`src/rtl/mem_port_arbiter.sv`:
```
// mem_port_arbiter: shares one main-memory block port between an I-cache and a D-cache
module mem_port_arbiter #(
    parameter int ADDR_W  = 28,
    parameter int BLOCK_W = 128
) (
    input  logic               CLK,
    input  logic               RESET,
    input  logic               I_READ,
    input  logic [ADDR_W-1:0]  I_ADDRESS,
    output logic [BLOCK_W-1:0] I_READDATA,
    output logic               I_BUSYWAIT,
    input  logic               D_READ,
    input  logic               D_WRITE,
    input  logic [ADDR_W-1:0]  D_ADDRESS,
    input  logic [BLOCK_W-1:0] D_WRITEDATA,
    output logic [BLOCK_W-1:0] D_READDATA,
    output logic               D_BUSYWAIT,
    output logic               M_READ,
    output logic               M_WRITE,
    output logic [ADDR_W-1:0]  M_ADDRESS,
    output logic [BLOCK_W-1:0] M_WRITEDATA,
    input  logic [BLOCK_W-1:0] M_READDATA,
    input  logic               M_BUSYWAIT
);
    typedef enum logic [1:0] {IDLE, GRANT_I, GRANT_D, RELEASE} state_t;
    state_t state, state_nxt;
    logic owner, last_grant, busy_seen;
    logic i_req, d_req, pick_d, granting, in_grant, done;
    assign i_req    = I_READ;
    assign d_req    = D_READ | D_WRITE;
    assign pick_d   = d_req & (~i_req | ~last_grant);
    assign granting = (state == IDLE) & (i_req | d_req);
    assign in_grant = (state == GRANT_I) | (state == GRANT_D);
    assign done     = in_grant & ~M_BUSYWAIT & busy_seen;
    assign I_BUSYWAIT = i_req & ~((state == RELEASE) & ~owner);
    assign D_BUSYWAIT = d_req & ~((state == RELEASE) & owner);
    // state register
    always_ff @(posedge CLK or posedge RESET) begin
        if (RESET) state <= IDLE;
        else       state <= state_nxt;
    end
    // next-state: grant from IDLE, release once memory has been busy and then idle
    always_comb begin
        state_nxt = state;
        case (state)
            IDLE:    state_nxt = granting ? (pick_d ? GRANT_D : GRANT_I) : IDLE;
            GRANT_I,
            GRANT_D: state_nxt = done ? RELEASE : state;
            default: state_nxt = IDLE;
        endcase
    end
    // latched command/address/data, ownership bookkeeping and read-data capture
    always_ff @(posedge CLK or posedge RESET) begin
        if (RESET) begin
            owner       <= 1'b0;
            last_grant  <= 1'b0;
            busy_seen   <= 1'b0;
            M_READ      <= 1'b0;
            M_WRITE     <= 1'b0;
            M_ADDRESS   <= '0;
            M_WRITEDATA <= '0;
            I_READDATA  <= '0;
            D_READDATA  <= '0;
        end else begin
            if (granting) begin
                owner       <= pick_d;
                busy_seen   <= 1'b0;
                M_READ      <= pick_d ? (D_READ & ~D_WRITE) : 1'b1;
                M_WRITE     <= pick_d & D_WRITE;
                M_ADDRESS   <= pick_d ? D_ADDRESS : I_ADDRESS;
                M_WRITEDATA <= pick_d ? D_WRITEDATA : '0;
            end
            if (in_grant && M_BUSYWAIT) busy_seen <= 1'b1;
            if (done) begin
                M_READ  <= 1'b0;
                M_WRITE <= 1'b0;
                if (M_READ && !owner) I_READDATA <= M_READDATA;
                if (M_READ && owner)  D_READDATA <= M_READDATA;
            end
            if (state == RELEASE) last_grant <= owner;
        end
    end
endmodule
```
`config.mk`:
```
export PLATFORM = sky130hd
export DESIGN_NAME = mem_port_arbiter
export DESIGN_NICKNAME = d
export VERILOG_FILES = /design/src/rtl/mem_port_arbiter.sv
export SDC_FILE = /design/constraint.sdc
export NUM_CORES = 1
export LEC_CHECK = 0
export CAP_MARGIN = 0
export CORE_AREA = 2 2 289 291
export CTS_BUF_LIST = sky130_fd_sc_hd__clkbuf_4 sky130_fd_sc_hd__clkbuf_8
export CTS_CLUSTER_DIAMETER = 80
export DETAILED_ROUTE_END_ITERATION = 10
export DIE_AREA = 0 0 291 293
export GPL_ROUTABILITY_DRIVEN = 0
export GPL_TIMING_DRIVEN = 0
export PLACE_DENSITY = 0.55
export SLEW_MARGIN = 5
export SYNTH_ARGS = -nofsm -noshare
export SYNTH_HDL_FRONTEND = slang
export SYNTH_SLANG_ARGS = --single-unit
```
`constraint.sdc`:
```
create_clock -name CLK -period 17.2 [get_ports CLK]
set_input_delay 1.72 -clock CLK [delete_from_list [all_inputs] [get_ports CLK]]
set_output_delay 1.72 -clock CLK [all_outputs]
set_load 0.03 [all_outputs]
```
# Word-level counts from Yosys, hierarchy flattened
# Index checks and enable logic that the tools add are counted.
[totals]
word_cells = 58
reg_bits = 419
out_inout_bits = 416
mem_count = 0
latchBits = 0
rom_bits = 0
mem_bits_rw = 0
input_bits = 318
[op_classes]
n_eq_ne = 4
bitwise_logic = 21
reduce_logical = 10
n_mux = 13
n_mul = 0
n_addsub = 0
shift = 0
n_div = 0
order_cmp = 0
[op_table]
columns = ["operator", "count"]
rows = [
  ["$mux 128", 1],
  ["$mux 28", 1],
  ["$and 1x1->1", 10],
  ["$mux 1", 7],
  ["$not 1->1", 7],
  ["$mux 2", 3],
  ["$eq 2x2->1 const B", 2],
  ["$or 1x1->1", 4],
  ["$pmux 2 s2", 1],
  ["$reduce_and 2->1", 2],
  ["$reduce_bool 2->1", 2],
  ["$logic_and 1x1->1", 3],
  ["$eq 2x1->1 const B", 1],
  ["$logic_not 2->1", 1],
  ["$ne 2x2->1 const B", 1],
  ["$reduce_or 2->1", 1],
  ["$logic_not 1->1", 1],
]

# Longest topological paths before layout
# Gate-level depths: netlist of the first run.
[logic_depth]
word_depth = 6
ltp_mapped = 8
depth_no_buf = 5

# Least setup slack after synthesis of the first run
# Ideal clock, no wire load.
[synth_timing]
kind = "input to output"
start = "in I_READ"
end = "out I_BUSYWAIT"
path_stages = 1
setup_slack_ns = 13.041
n_path_buf = 0
t_arrival_ns = 2.439
t_required_ns = 15.480
cell_sequence = "a21boi_0"
[synth_between]
elab_chain_len = 1
[synth_rtl]
columns = ["item", "line", "text"]
rows = [
  ["start, declared", "8", "input logic I_READ,"],
  ["$and 1x1->1", "35", "assign I_BUSYWAIT = i_req & ~((state == RELEASE) & ~owner);"],
  ["end, declared", "11", "output logic I_BUSYWAIT,"],
]
# Every way passes these cells.

# Final worst setup path of the first run
# Same ends and word-level chain as after synthesis.

==> results of run 1 <==
[final timing paths]
check / from / end / slack, ps / cells past startpoint
setup / recovery: I_READ / I_BUSYWAIT / 12190 / 3
setup reg to reg: state[0] / I_READDATA[15] / 14850 / 7
hold / removal: I_READDATA[10] / I_READDATA[10] / 490 / 1
max in group asynchronous: RESET / I_READDATA[117] / 13980 / 4
min in group asynchronous: RESET / M_WRITEDATA[46] / 1500 / 2
hold reg to reg: I_READDATA[10] / I_READDATA[10] / 490 / 1
[logic make-up after synthesis]
kind of cell | Yosys count | share of synthesized area [%]
buf+inv | 73 | 4.10
fa+ha+maj | 3 | 0.231
compound gates | 169 | 9.26
simple gates | 34 | 1.39
mux | 259 | 20.5
flops | 419 | 64.5
[metal layers]
layer	vias to the layer above	GRT usage [%]	share of wire, %
met1	5846	14.1	37
li1	5163	-	-
met2	569	24.3	51
met3	126	4.55	7.9
met4	2	5.67	3.9
met5	-	0	0.019
[registers in the layout, indices dropped and copies added (netlist names)]
signal       count
state            2
M_WRITE          1
last_grant       1
M_WRITEDATA    128
I_READDATA     128
D_READDATA     128
busy_seen        1
M_READ           1
owner            1
M_ADDRESS       28
[placed cells by master, fill, tap and decap left out, drive strengths merged, types with 2 or more instances in the layout]
cell type / count
a221o: 28
clkbuf: 122
clkinv: 8
a21boi: 2
clkdlybuf4s50: 733
ha: 3
a21oi: 2
nor2: 2
mux2i: 2
mux2: 257
a22o: 131
clkinvlp: 3
inv: 8
bufinv: 2
dfrtp: 419
diode: 2
buf: 67
and2: 28
nor2b: 2
[cell type report]
type	count	area share [%]
antenna	2	0.0188
buffer	68	2.43
clock buffer	118	5.44
clock inverter	16	0.648
inverter	5	0.0986
multi-input combinational	465	19.1
sequential	419	39.4
tap	1070	5.03
timing repair buffer	736	27.9
[where the power goes]
part	switching (mW)	leakage (nW)	total (mW)	internal (mW)
clock network	0.444	0.858	1.01	0.570
logic	1.63	5.42	3.00	1.37
registers	0.280	5.28	1.74	1.46
[metrics by stage]
stage / TNS, ps / hold slack, ps / cells / util [%]
floorplan: 0 / 464 / 957 / -
global placement: -476080 / 469 / 2760 / 30.5
detailed placement: 0 / 481 / 2763 / 30.6
CTS: 0 / 494 / 2897 / 32.5
global route: 0 / 512 / 2899 / 32.5
finish: 0 / 488 / 2899 / 32.5
==> flow_metrics.py, run 1 <==
metrics = {
    "floorplan": {
        "num_io_pins": 734,
        "rows": 105,
        "initial_core_util_pct": 19.9,
        "coreArea_sq_mm": 0.0818,
        "die_h_um": 293,
        "design.die.area_sq_mm": 0.0853,
        "dieWidth_um": 291,
    },
    "synthesis": {
        "yosysWarnings": 0,
        "yosysUniqueCellTypes": 30,
        "netlist_area_sq_mm": 0.0162,
        "synthFlopType": "dfrtp_1",
        "synth_fp_nets": 1278,
        "synthTopCellsByArea": "dfrtp_1, mux2_4, mux2_2",
        "yosysMostFrequentCell": "dfrtp_1",
        "asyncSetResetFlopFracSynth_pct": 100,
        "synth_common_cells": "dfrtp_1, mux2_2, a22o_1",
        "avgSynthCellArea_sq_um": 17.0,
        "ys_ff_latch": 419,
        "syn_inst": 957,
        "synth_seq_area_share_pct": 64.5,
        "synth_top_area_share_pct": 64.5,
        "synth_top_area_cell": "dfrtp_1",
        "synth_edf_count": 0,
    },
    "finish": {
        "fin_nets": 2095,
        "drive_above_1_share_pct": 25.1,
        "finalInstanceArea_sq_mm": 0.0266,
        "fillers": 8080,
        "multiInputGateArea_sq_mm": 0.00510,
        "seqCellArea_sq_mm": 0.0105,
        "areaGrowthSynthToFinish_pct": 64.0,
    },
    "clocking": {
        "clk_pin_slew_worst_paths_ps": 60,
        "clockRootBuffer": "clkbuf_8",
        "cts.sinks": 419,
        "cts_buffer_depth": 3,
        "clk_latency_ps": 660,
        "cts_max_level": 3,
        "cts_tree": "done",
        "cts_buffers": 79,
        "postCtsSetupRepairBufs": 0,
        "cts-resized-gates": 0,
        "postCtsHoldBufs": 0,
    },
    "power": {
        "irDropWorstVdd_v": 0.0000996,
        "p_total_mw": 5.75,
        "p_per_area_mw_per_mm2": 216,
        "power.leakage_nw": 11.6,
    },
    "setup_path": {
        "required_ps": 15480,
        "crit_chain": "clkdlybuf4s50_1 > a21boi_0 > clkdlybuf4s50_1",
        "crit_top_cell": "clkdlybuf4s50_1",
        "crit_fanout": 5,
        "crit_type": "in -> out",
        "critPathTopFamily": "buffers and inverters",
        "crit_buf_inv": 2,
        "start_kind": "input pin",
        "critPathArrivalTime_ps": 3290,
        "slowest_stage": "clkdlybuf4s50_1",
        "end_kind": "output port",
        "max_stage_delay_ps": 740,
    },
    "global_routing": {
        "grt_start_max_net_pins": 124,
        "grt_overflow_total": 0,
        "grt_pass1_wl_um": 86800,
        "antenna_found_initial": 4,
        "grt_pass1_vias": 13200,
        "grt_util_all_layers_pct": 13.4,
    },
    "timing": {
        "drv_slew": 0,
        "rsz0062_at_grt": "false",
        "final.period_utilization_pct": 29.1,
        "fin_crit_ps": 5010,
        "setup_slack_ps": 12190,
        "worst_pin_slew_ps": 759,
        "hold_viol": 0,
        "setup_violations": 0,
        "skew_ps": 44.6,
        "slew_headroom_pct": 49.1,
        "max_freq_mhz": 199,
    },
    "detailed_routing": {
        "via_per_inst": 4.04,
        "routed_wl_um": 59200,
        "dr_total_vias": 11700,
        "drt_iter0_markers": 332,
        "dr.pass1.iters": 5,
        "drc": 0,
        "route.detailed.wl_per_inst_um": 20.4,
        "antenna_left": 0,
    },
    "hold_path": {
        "hold_path.class": "reg -> reg",
    },
    "placed_design": {
        "post_dp_cell_area_sq_mm": 0.0250,
        "dp_hpwl_um": 45400,
        "dp_slack_ps": 12150,
        "numPortBuffers": 733,
    },
    "flow_run": {
        "maxCapViolCount": 0,
    },
    "status": {
        "status": "finished clean",
    },
}
No activity file was read; power rests on OpenSTA's default activity.
==> run 2: changes to the inputs <==
Settings changed: CORE_AREA 2 2 289 291 to 2 2 286 288, DIE_AREA 0 0 291 293 to 0 0 288 290, PLACE_DENSITY 0.55 to 0.57.
Clock period 17.2 ns to 4.1 ns, I/O delays scaled along.
==> run 2 against run 1 <==
  * Clock skew is 10 ps lower
  * Largest cell class unchanged
  * Sequential cell count stayed put
  * Highest routed layer unchanged
  * Non-clock buffer count is 8 higher
  * Routed wire length is 0.63% higher
  * First-iteration DRC count is 20% higher
  * Count of clock-buffer cells in the layout is 4 lower
  * Core utilization is 0.92 points higher
  * Sequential power grew to 4.2 times the previous value
  * Total power grew to 4.2 times the previous value
  * Critical endpoint is now D_BUSYWAIT
  * Critical path depth stayed put
  * Die area is 2.0% lower
  * Global-route usage is 0.42 points higher
==> flow_metrics.py, run 2 (synthesis results as in run 1) <==
metrics = {
    "floorplan": {
        "coreArea_sq_mm": 0.0802,
        "initial_core_util_pct": 20.3,
        "dieWidth_um": 288,
        "rows": 104,
        "num_io_pins": 734,
        "die_h_um": 290,
        "design.die.area_sq_mm": 0.0835,
    },
    "detailed_routing": {
        "dr.pass1.iters": 4,
        "route.detailed.wl_per_inst_um": 20.6,
        "dr_total_vias": 11800,
        "drc": 0,
        "via_per_inst": 4.06,
        "drt_iter0_markers": 397,
        "antenna_left": 0,
        "routed_wl_um": 59600,
    },
    "clocking": {
        "cts_buffers": 76,
        "cts_max_level": 3,
        "cts.sinks": 419,
        "clockRootBuffer": "clkbuf_8",
        "cts_tree": "done",
        "clk_pin_slew_worst_paths_ps": 60,
        "cts_buffer_depth": 3,
        "cts-resized-gates": 0,
        "clk_latency_ps": 650,
        "postCtsHoldBufs": 0,
        "postCtsSetupRepairBufs": 0,
    },
    "timing": {
        "setup_slack_ps": 1350,
        "slew_headroom_pct": 50.5,
        "rsz0062_at_grt": "false",
        "hold_viol": 0,
        "max_freq_mhz": 364,
        "holdWs_ps": 234,
        "drv_slew": 0,
        "fin_crit_ps": 2750,
        "setup_violations": 0,
        "final.period_utilization_pct": 67.0,
        "skew_ps": 34.3,
        "worst_pin_slew_ps": 740,
        "setup_tns_ps": 0,
    },
    "setup_path": {
        "crit_buf_inv": 1,
        "reg2reg_depth": 7,
        "r2r-end": "I_READDATA[18]",
        "slowest_stage": "clkdlybuf4s50_1",
        "critPathArrivalTime_ps": 2340,
        "start_kind": "flop",
        "worstReg2RegStart": "state[0]",
        "critPathTopFamily": "buffers and inverters",
        "required_ps": 3690,
        "crit_type": "reg -> out",
        "r2r_setup_slack_ps": 1820,
        "max_stage_delay_ps": 770,
        "end_kind": "output port",
        "crit_chain": "ha_1 > a21oi_1 > clkdlybuf4s50_1",
        "crit_fanout": 3,
    },
    "finish": {
        "multiInputGateArea_sq_mm": 0.00510,
        "final_cell_mix": "clkdlybuf4s50_1, dfrtp_1, mux2_2",
        "reg_top3": "D_READDATA: 128 flops, I_READDATA: 128 flops, M_WRITEDATA: 128 flops",
        "drive_above_1_share_pct": 25.4,
        "seqCellArea_sq_mm": 0.0105,
        "fin_nets": 2100,
        "layout_commonest_cell": "clkdlybuf4s50_1",
        "fillers": 7901,
        "areaGrowthSynthToFinish_pct": 65.1,
    },
    "global_routing": {
        "grt_start_max_net_pins": 42,
        "grt_pass1_vias": 13000,
        "grt_pass1_wl_um": 86500,
        "grt_util_all_layers_pct": 13.8,
        "grt_overflow_total": 0,
        "antenna_found_initial": 7,
    },
    "placed_design": {
        "dp_slack_ps": 1390,
        "dp_hpwl_um": 47400,
        "numPortBuffers": 733,
    },
    "power": {
        "power.leakage_nw": 11.7,
        "p_per_area_mw_per_mm2": 902,
        "irDropWorstVdd_v": 0.000407,
    },
    "flow_run": {
        "maxCapViolCount": 0,
    },
    "hold_path": {
        "hold_path.class": "in -> async",
    },
    "status": {
        "status": "finished clean",
    },
}
## run 2: changes by cell type in the layout (fill, tap and decap cells not counted), sizes merged
cell	before	now
clkinvlp	3	2
clkbuf	122	118
diode	2	4
bufinv	2	4
clkinv	8	13
buf	67	75
inv	8	6
## run 2: cell type report
class	count	share of cell area (%)
inverter	5	0.0840
timing repair buffer	744	28.2
sequential	419	39.1
multi-input combinational	465	19.0
clock buffer	114	5.38
clock inverter	20	0.877
buffer	68	2.42
tap	1060	4.94
antenna	4	0.0373
## run 2: metal layers
layer | wire [um] | vias up | GRT usage [%]
li1 | - | 5192 | -
met1 | 22300 | 5873 | 15.0
met2 | 29100 | 571 | 23.8
met3 | 5620 | 138 | 5.17
met4 | 2520 | 4 | 6.37
met5 | 30 | - | 0
## run 2: worst max-delay path by stage
stage	startpoint	endpoint	slack (ps)	cells past startpoint
floorplan	RESET	D_READDATA[0]	-1960	1
finish	state[0]	D_BUSYWAIT	1350	3
global placement	RESET	D_READDATA[34]	-4730	2
CTS	state[0]	D_BUSYWAIT	1190	3
global route	state[0]	D_BUSYWAIT	1200	3
detailed placement	RESET	I_READDATA[34]	1390	7
## run 2: worst reg2reg max path: cells and delay by family, from the launching register on
family / cells / cell delay (ps)
buf+inv: 4 / 820
flops: 1 / 390
simple gates: 1 / 370
mux: 1 / 350
fa+ha+maj: 1 / 270
## run 2: power by group
group          leakage (nW)  switching [mW]  internal (mW)
sequential             5.28            1.21           6.13
clock                 0.892            1.83           2.52
combinational          5.48            6.76           5.76
## run 2: metrics by stage
| step | instance area [sq um] | utilization [%] | total power, mW | instances |
|---|---|---|---|---|
| global route | 26800 | 33.5 | 25.4 | 2897 |
| finish | 26800 | 33.5 | 24.2 | 2899 |
| global placement | 24900 | 31.1 | 19.9 | 2750 |
| floorplan | 16300 | - | 14.2 | 957 |
| detailed placement | 25100 | 31.4 | 20.0 | 2761 |
| CTS | 26800 | 33.5 | 24.6 | 2895 |
